===== src/rtl/prefetch_ctrl.sv =====
// Next-line L2 prefetcher: demand/stream triggers feed a 2-entry candidate queue,
// one outstanding prefetch at a time fills a single-line buffer snooped by demand reads.
module prefetch_ctrl #(
  parameter int unsigned STRIDE_LINES = 1
) (
  input  logic         clk,
  input  logic         reset,
  input  logic         pf_enable,
  input  logic         L2_read,
  input  logic         L2_write,
  input  logic [31:0]  L2_addr,
  input  logic         L2_arb_resp,
  output logic         pre_read,
  output logic [31:0]  pre_addr,
  input  logic         arb_pre_resp,
  input  logic [255:0] arb_pre_rdata,
  output logic         pf_hit,
  output logic [255:0] pf_rdata,
  output logic [7:0]   pf_drops
);

  localparam logic [26:0] Stride = 27'(STRIDE_LINES);

  typedef enum logic {StIdle, StReq} state_e;

  state_e             state_q, state_d;
  logic [1:0][26:0]   q_addr_q, q_addr_d;
  logic [1:0]         q_valid_q, q_valid_d;
  logic [1:0]         q_cnt_q, q_cnt_d;
  logic [26:0]        inflight_q, inflight_d;
  logic               stale_q, stale_d;
  logic [26:0]        buf_addr_q, buf_addr_d;
  logic [255:0]       buf_data_q, buf_data_d;
  logic               buf_valid_q, buf_valid_d;
  logic               hit_q, hit_d;
  logic [7:0]         drops_q, drops_d;

  logic [26:0] dem_line, cand;
  logic        demand_trig, stream_trig, cand_vld, cand_dup;
  logic        resp_done, head_ok, issue, pop, stale_now;

  always_ff @(posedge clk or posedge reset) begin
    if (reset) begin
      state_q     <= StIdle;
      q_addr_q    <= '0;
      q_valid_q   <= '0;
      q_cnt_q     <= '0;
      inflight_q  <= '0;
      stale_q     <= 1'b0;
      buf_addr_q  <= '0;
      buf_data_q  <= '0;
      buf_valid_q <= 1'b0;
      hit_q       <= 1'b0;
      drops_q     <= '0;
    end else begin
      state_q     <= state_d;
      q_addr_q    <= q_addr_d;
      q_valid_q   <= q_valid_d;
      q_cnt_q     <= q_cnt_d;
      inflight_q  <= inflight_d;
      stale_q     <= stale_d;
      buf_addr_q  <= buf_addr_d;
      buf_data_q  <= buf_data_d;
      buf_valid_q <= buf_valid_d;
      hit_q       <= hit_d;
      drops_q     <= drops_d;
    end
  end

  // Trigger and candidate generation
  always_comb begin
    dem_line    = L2_addr[31:5];
    pf_hit      = pf_enable & L2_read & buf_valid_q & (dem_line == buf_addr_q);
    hit_d       = pf_hit;
    demand_trig = pf_enable & L2_read & L2_arb_resp;
    stream_trig = pf_enable & pf_hit & ~hit_q;
    cand_vld    = demand_trig | stream_trig;
    cand        = demand_trig ? dem_line + Stride : buf_addr_q + Stride;
    cand_dup    = (buf_valid_q & (cand == buf_addr_q)) |
                  (q_valid_q[0] & (cand == q_addr_q[0])) |
                  (q_valid_q[1] & (cand == q_addr_q[1])) |
                  ((state_q == StReq) & (cand == inflight_q));
    resp_done   = (state_q == StReq) & arb_pre_resp;
    head_ok     = (q_cnt_q != 2'd0) & q_valid_q[0] & pf_enable;
    issue       = (state_q == StIdle) & head_ok & ~L2_read & ~L2_write;
    // Invalidated heads drain one per cycle while idle; the in-flight head pops on completion.
    pop         = (resp_done & (q_cnt_q != 2'd0)) |
                  ((state_q == StIdle) & (q_cnt_q != 2'd0) & ~head_ok);
    stale_now   = stale_q | (L2_write & (dem_line == inflight_q));
  end

  always_comb begin
    state_d = state_q;
    unique case (state_q)
      StIdle: if (issue) state_d = StReq;
      StReq:  if (arb_pre_resp) state_d = StIdle;
      default: state_d = StIdle;
    endcase
  end

  always_comb begin
    pre_read = (state_q == StReq);
    pre_addr = (state_q == StReq) ? {inflight_q, 5'b0} : {buf_addr_q, 5'b0};
    pf_rdata = buf_data_q;
    pf_drops = drops_q;
  end

  // Queue, in-flight tracking and buffer update
  always_comb begin
    q_addr_d  = q_addr_q;
    q_valid_d = q_valid_q;
    q_cnt_d   = q_cnt_q;
    drops_d   = drops_q;
    for (int i = 0; i < 2; i++) begin
      if (L2_write && (dem_line == q_addr_q[i])) q_valid_d[i] = 1'b0;
    end
    if (!pf_enable) q_valid_d = '0;
    if (pop) begin
      q_addr_d[0] = q_addr_d[1];
      q_valid_d   = {1'b0, q_valid_d[1]};
      q_cnt_d     = q_cnt_d - 2'd1;
    end
    if (cand_vld && !cand_dup) begin
      if (q_cnt_d != 2'd2) begin
        q_addr_d[q_cnt_d[0]]  = cand;
        q_valid_d[q_cnt_d[0]] = 1'b1;
        q_cnt_d               = q_cnt_d + 2'd1;
      end else if (drops_q != 8'hff) begin
        drops_d = drops_q + 8'd1;
      end
    end

    inflight_d = issue ? q_addr_q[0] : inflight_q;
    stale_d    = stale_q;
    if (issue) stale_d = 1'b0;
    else if ((state_q == StReq) && stale_now) stale_d = 1'b1;

    buf_addr_d  = buf_addr_q;
    buf_data_d  = buf_data_q;
    buf_valid_d = buf_valid_q;
    if (L2_write && (dem_line == buf_addr_q)) buf_valid_d = 1'b0;
    if (resp_done && !stale_now) begin
      buf_addr_d  = inflight_q;
      buf_data_d  = arb_pre_rdata;
      buf_valid_d = 1'b1;
    end
  end

endmodule

===== config.mk =====
export PLATFORM = sky130hd
export DESIGN_NAME = prefetch_ctrl
export DESIGN_NICKNAME = d
export VERILOG_FILES = /design/src/rtl/prefetch_ctrl.sv
export SDC_FILE = /design/constraint.sdc
export NUM_CORES = 1
export LEC_CHECK = 0
export ABC_CLOCK_PERIOD_IN_PS = 16900
export CORE_AREA = 5 5 231 233
export DETAILED_ROUTE_END_ITERATION = 7
export DIE_AREA = 0 0 236 238
export GPL_TIMING_DRIVEN = 0
export HOLD_SLACK_MARGIN = 0.06
export PLACE_DENSITY_LB_ADDON = 0.08
export SLEW_MARGIN = 20
export SYNTH_ARGS = -nofsm -noshare
export SYNTH_HDL_FRONTEND = slang
export SYNTH_SLANG_ARGS = --single-unit

===== constraint.sdc =====
create_clock -name clk -period 16.9 [get_ports clk]
set_input_delay 3.38 -clock clk [delete_from_list [all_inputs] [get_ports clk]]
set_output_delay 3.38 -clock clk [all_outputs]
set_load 0.005 [all_outputs]

# Word level (Yosys, flattened, before mapping)
# Index checks and enable logic that the tools add are counted.
# op_classes
addsub	5
order_cmp	2
eq_ne	10
muxes	26
bitwise	33
reduce_logical	14
# op_table
cell	n
$eq A27 B27 Y1	8
$mux W27	5
$add A27 B1 Y27 const B	2
$bwmux W54	1
$mux W32	1
$demux W27 S1	1
$and A1 B1 Y1	20
$mux W2	7
$mux W1	9
$add A8 B1 Y8 const B	1
$ne A8 B8 Y1 const B	1
$logic_and A1 B1 Y1	7
$not A1 Y1	6
$or A1 B1 Y1	6
$reduce_bool A2 Y1	3
$reduce_and A3 Y1	1
$add A2 B1 Y2 const B	1
$logic_not A1 Y1	2
$lt A1 B2 Y1 const B	1
$ne A2 B2 Y1 const B	1
$or A2 B2 Y2	1
$pmux W1 S2	1
$reduce_and A2 Y1	1
$sub A2 B1 Y2 const B	1
2 further kinds	2
# word_totals
register_bits	380
inputBits	295
output_inout_bits	298
wordCells	102

# Logic depth before layout (Yosys ltp)
# logic_depth
word_depth	14
mapped_depth	23
ltp_nobuf	14

# Least setup slack after synthesis
# Ideal clock, no wire load.
# synth_timing
kind	input-to-reg
startpoint	input L2_arb_resp
endpoint	register q_addr_q[21] (netlist bit)
setup_time_ns	0.125
arrival_ns	8.294
t_required_ns	16.775
slack_ns	8.481
path_stages	22
path_buffers	8
path_cell_list	and3_1 -> buf_6 -> buf_2 -> buf_2 -> buf_4 -> buf_1 -> nand2_1 -> nand2_1 -> ha_1 -> clkbuf_1 -> inv_1 -> nor4_1 -> o22ai_1 -> nor2_1 -> xnor3_1 -> a211o_1 -> or4b_2 -> o32ai_4 -> nor4_2 -> buf_6 -> buf_6 -> mux2_4
# synth_rtl
item	line	rtl
start: declaration	12	input logic L2_arb_resp,
end signal: assignment	57	q_addr_q <= q_addr_d;
end: declaration	27	logic [1:0][26:0] q_addr_q, q_addr_d;

# Worst setup path after layout
# layout_timing
startpoint	input pf_enable
endpoint	register q_addr_q[29] (netlist bit)
# layout_between
elab_chain_cells	11
word_cells_on_any_way	34
cone_classes	order compare: 2; eq/ne: 5; mux: 5; bitwise: 18; reduce/logical: 4
# layout_lines
item	line	rtl
start: declaration	8	input logic pf_enable,
$and A1 B1 Y1	73, 75	
$and A1 B1 Y1	75	demand_trig = pf_enable & L2_read & L2_arb_resp;
$mux W27	78	cand = demand_trig ? dem_line + Stride : buf_addr_q + Stride;
$eq A27 B27 Y1 (on tied branches)	79, 80	
$and A1 B1 Y1 (on tied branches)	79, 80	
$or A1 B1 Y1	79	cand_dup = (buf_valid_q & (cand == buf_addr_q)) |
$or A1 B1 Y1	80	(q_valid_q[0] & (cand == q_addr_q[0])) |
$or A1 B1 Y1	81	(q_valid_q[1] & (cand == q_addr_q[1])) |
$logic_not A1 Y1	123	if (cand_vld && !cand_dup) begin
$logic_and A1 B1 Y1	123	
$reduce_and A2 Y1 (no source line)	n/a	
# Several ways; a longest one is shown, not always the timed one.
# A chain may end at the register's enable or synchronous reset.

==> impl_metrics.yaml <==
setup_path:
  crit_type: "in -> reg"
  slowest_delay_ps: 720
  critical-path-top-delay-family: "buffers and inverters"
  endpoint_kind: "flip-flop"
  crit_path_start_kind: "primary input"
  cp_cell_sequence: "clkdlybuf4s50_1 -> and3_1 -> buf_6 -> buf_2 -> buf_2 -> buf_4 -> buf_1 -> nand2_1 -> nand2_1 -> ha_1 -> clkbuf_1 -> inv_1 -> nor4_1 -> o22ai_1 -> nor2_1 -> xnor3_1 -> a211o_1 -> or4b_2 -> o32ai_4 -> nor3_4 -> buf_4 -> mux2_1"
  crit_fanout: 10
  crit_slowest_cell: "clkdlybuf4s50_1"
  required_ps: 17370
  arrival_ps: 11510
  path_buf_inv: 9
power_and_ir_drop:
  seq_power_share: 0.354
  net-switching-power_mw: 1.40
  ir_drop_v: 0.000109
  p_per_area_mw_per_mm2: 153
  power_leakage_nw: 12.1
  p_clk_frac: 0.229
  power_frac_comb: 0.417
  p_int_mw: 2.91
  switching_share: 0.325
min_path:
  hold_class: "reg -> reg"
synth:
  post-synth-top-count-cell: "dfrtp_1"
  ys_top_cells_by_count: "dfrtp_1 (380), mux2_2 (369), xnor2_1 (139)"
  avgSynthCellArea_sq_um: 12.5
  synthArstFlopShare: 1.00
  ys_top_cells_by_area: "dfrtp_1 (47%), mux2_2 (21%), xnor2_1 (6.1%)"
  synth_cell_types: 76
  yosysSeqAreaShare: 0.474
  synth-edff-count: 0
  netlist.area_leader.share: 0.474
  synth_seq_cells: 380
  yosysTopAreaCell: "dfrtp_1"
  syn_area_sq_mm: 0.0201
  synth_top_flop_cell: "dfrtp_1"
  yosysWarnings: 0
  synthCells: 1607
route:
  drt_iter0_drc: 1000
  detail_route.wl_per_cell_um: 27.1
  postRouteAntennaNets: 0
  num_vias: 15900
  viasPerCell: 5.39
  drt-total-wl_um: 79800
  drt_pass1_iterations: 5
  drc: 0
sta:
  tightest_slew_ps: 1200
  finalClockSkew_ps: 14.0
  layout_min_cycle_time_ps: 11040
  fin_crit_sh: 0.653
  hold_ws_ps: 491
  hold_violations: 0
  fmaxAchievable_ghz: 0.0906
  setup_viol: 0
  slew_headroom: 0.190
  rsz0062_at_grt: "false"
  layout_setup_ws_ps: 5860
  drv_slew: 0
clocking:
  cts_max_level: 2
  ctsHoldBuffers: 0
  clkLatencyLatePin_ps: 590
  cts_buffers: 46
  cts-resized-gates: 0
  root_buffer: "clkbuf_16"
  cts_setup_buffers: 0
  cts_buffer_depth: 3
  clk_pin_slew_ps: 60
  cts_tree: "built"
  numClockSinks: 380
placement:
  dpl_cell_area_sq_mm: 0.0267
  dpl_worst_slack_ps: 5490
  dp_hpwl_um: 63400
  gp_congestion: 0.950
  port_buffers: 563
cells_and_area:
  postLayoutCoreUtil: 0.553
  regArea_sq_mm: 0.00951
  multi_input_area_sq_mm: 0.00995
  num-fill-cells: 4462
  drive_above_1_share: 0.219
  fin_nets: 2526
  area_growth_syn_to_layout_pct: 40.5
  final_design_area_no_fill_sq_mm: 0.0282
grt:
  grt_pass1_wl_um: 115000
  antenna_found_initial: 3
  grt_usage: 0.274
  grt_max_degree: 99
  overflow: 0
  grt_pass1_vias: 16900
floorplanning:
  ios: 593
  die_y_um: 238
  start_util: 0.393
  fp.dieW_um: 236
  core-area_sq_mm: 0.0510
  dieArea_sq_mm: 0.0562
  rows: 83
run_status:
  status: "finished, final reports clean"
run:
  maxCapViolations: 0
==> routing by layer <==
| layer | track usage | part of all wire |
|---|---|---|
| met1 | 0.338 | 0.39 |
| met2 | 0.478 | 0.50 |
| met3 | 0.0700 | 0.072 |
| met4 | 0.0760 | 0.029 |
| met5 | 0 | 0.00034 |
==> state kept, by name, indices dropped and copies added (netlist names) <==
register / count
pf_rdata: 256
q_addr_q: 54
buf_addr_q: 27
inflight_q: 27
pf_drops: 8
q_cnt_q: 2
q_valid_q: 2
buf_valid_q: 1
hit_q: 1
pre_read: 1
stale_q: 1
==> cell usage in the layout (no fill, tap or decap), drive strengths merged, types with 33 or more instances in the layout <==
| cell | synthesis | layout |
|---|---|---|
| nand2 | 38 | 38 |
| clkdlybuf4s50 | 0 | 563 |
| xnor2 | 139 | 139 |
| buf | 37 | 41 |
| clkbuf | 81 | 150 |
| nor4 | 43 | 43 |
| nand4 | 43 | 43 |
| dfrtp | 380 | 380 |
| mux2 | 377 | 377 |
| nand3 | 33 | 33 |
| mux2i | 75 | 75 |
| xor2 | 83 | 83 |
==> path summary, 6_finish.rpt <==
path	from	end	slack, ps	depth (start not counted)
max in group asynchronous	reset	pf_rdata[253]	12070	5
hold reg to reg	stale_q	stale_q	490	1
setup / recovery	pf_enable	q_addr_q[29]	5860	22
min in group asynchronous	reset	pf_rdata[65]	3260	2
setup reg to reg	buf_addr_q[0]	q_addr_q[29]	10660	16
hold / removal	stale_q	stale_q	490	1
==> power by group through the flow <==
stage / clock network, mW / registers, mW / logic, mW
floorplan: 0 / 1.50 / 0.800
global placement: 0 / 1.52 / 1.78
detailed placement: 0 / 1.53 / 1.80
CTS: 1.01 / 1.52 / 1.81
global route: 1.05 / 1.57 / 1.90
finish: 0.985 / 1.52 / 1.80
==> cells by family after synthesis <==
| family | Yosys count | synth area share |
|---|---|---|
| xor+xnor | 246 | 0.124 |
| buf+inv | 147 | 0.0313 |
| other cells | 1 | 0.000187 |
| mux | 453 | 0.251 |
| flops | 380 | 0.474 |
| fa+ha+maj | 5 | 0.00312 |
| compound gates | 98 | 0.0357 |
| simple gates | 277 | 0.0806 |
==> cell type report <==
cell class | count | area share
multi-input cells | 1084 | 0.353
plain buffers | 118 | 0.0184
flip-flops and latches | 380 | 0.337
inverters | 29 | 0.00413
clock buffers | 69 | 0.0478
diodes | 1 | 0.0000887
well taps | 680 | 0.0302
repair buffers | 567 | 0.204
clock inverters | 11 | 0.00541
==> through the flow <==
step                setup TNS (ps)  total power, mW  instances
global route                     0             4.51       2939
CTS                              0             4.34       2938
detailed placement               0             3.33       2858
floorplan                        0             2.30       1611
finish                           0             4.31       2939
global placement           -761670             3.30       2854
==> worst reg2reg max path: stages (launching register included) <==
cell and delay [ps]:
dfrtp_1 310, buf_2 220, mux2i_1 210, inv_1 210
ha_1 160, clkbuf_1 370, inv_1 200, nor4_1 590
o22ai_1 470, nor2_1 680, xnor3_1 350, a211o_1 280
or4b_2 640, o32ai_4 620, nor3_4 220, buf_4 270
mux2_1 320
Power figures use the tool's default switching activity.
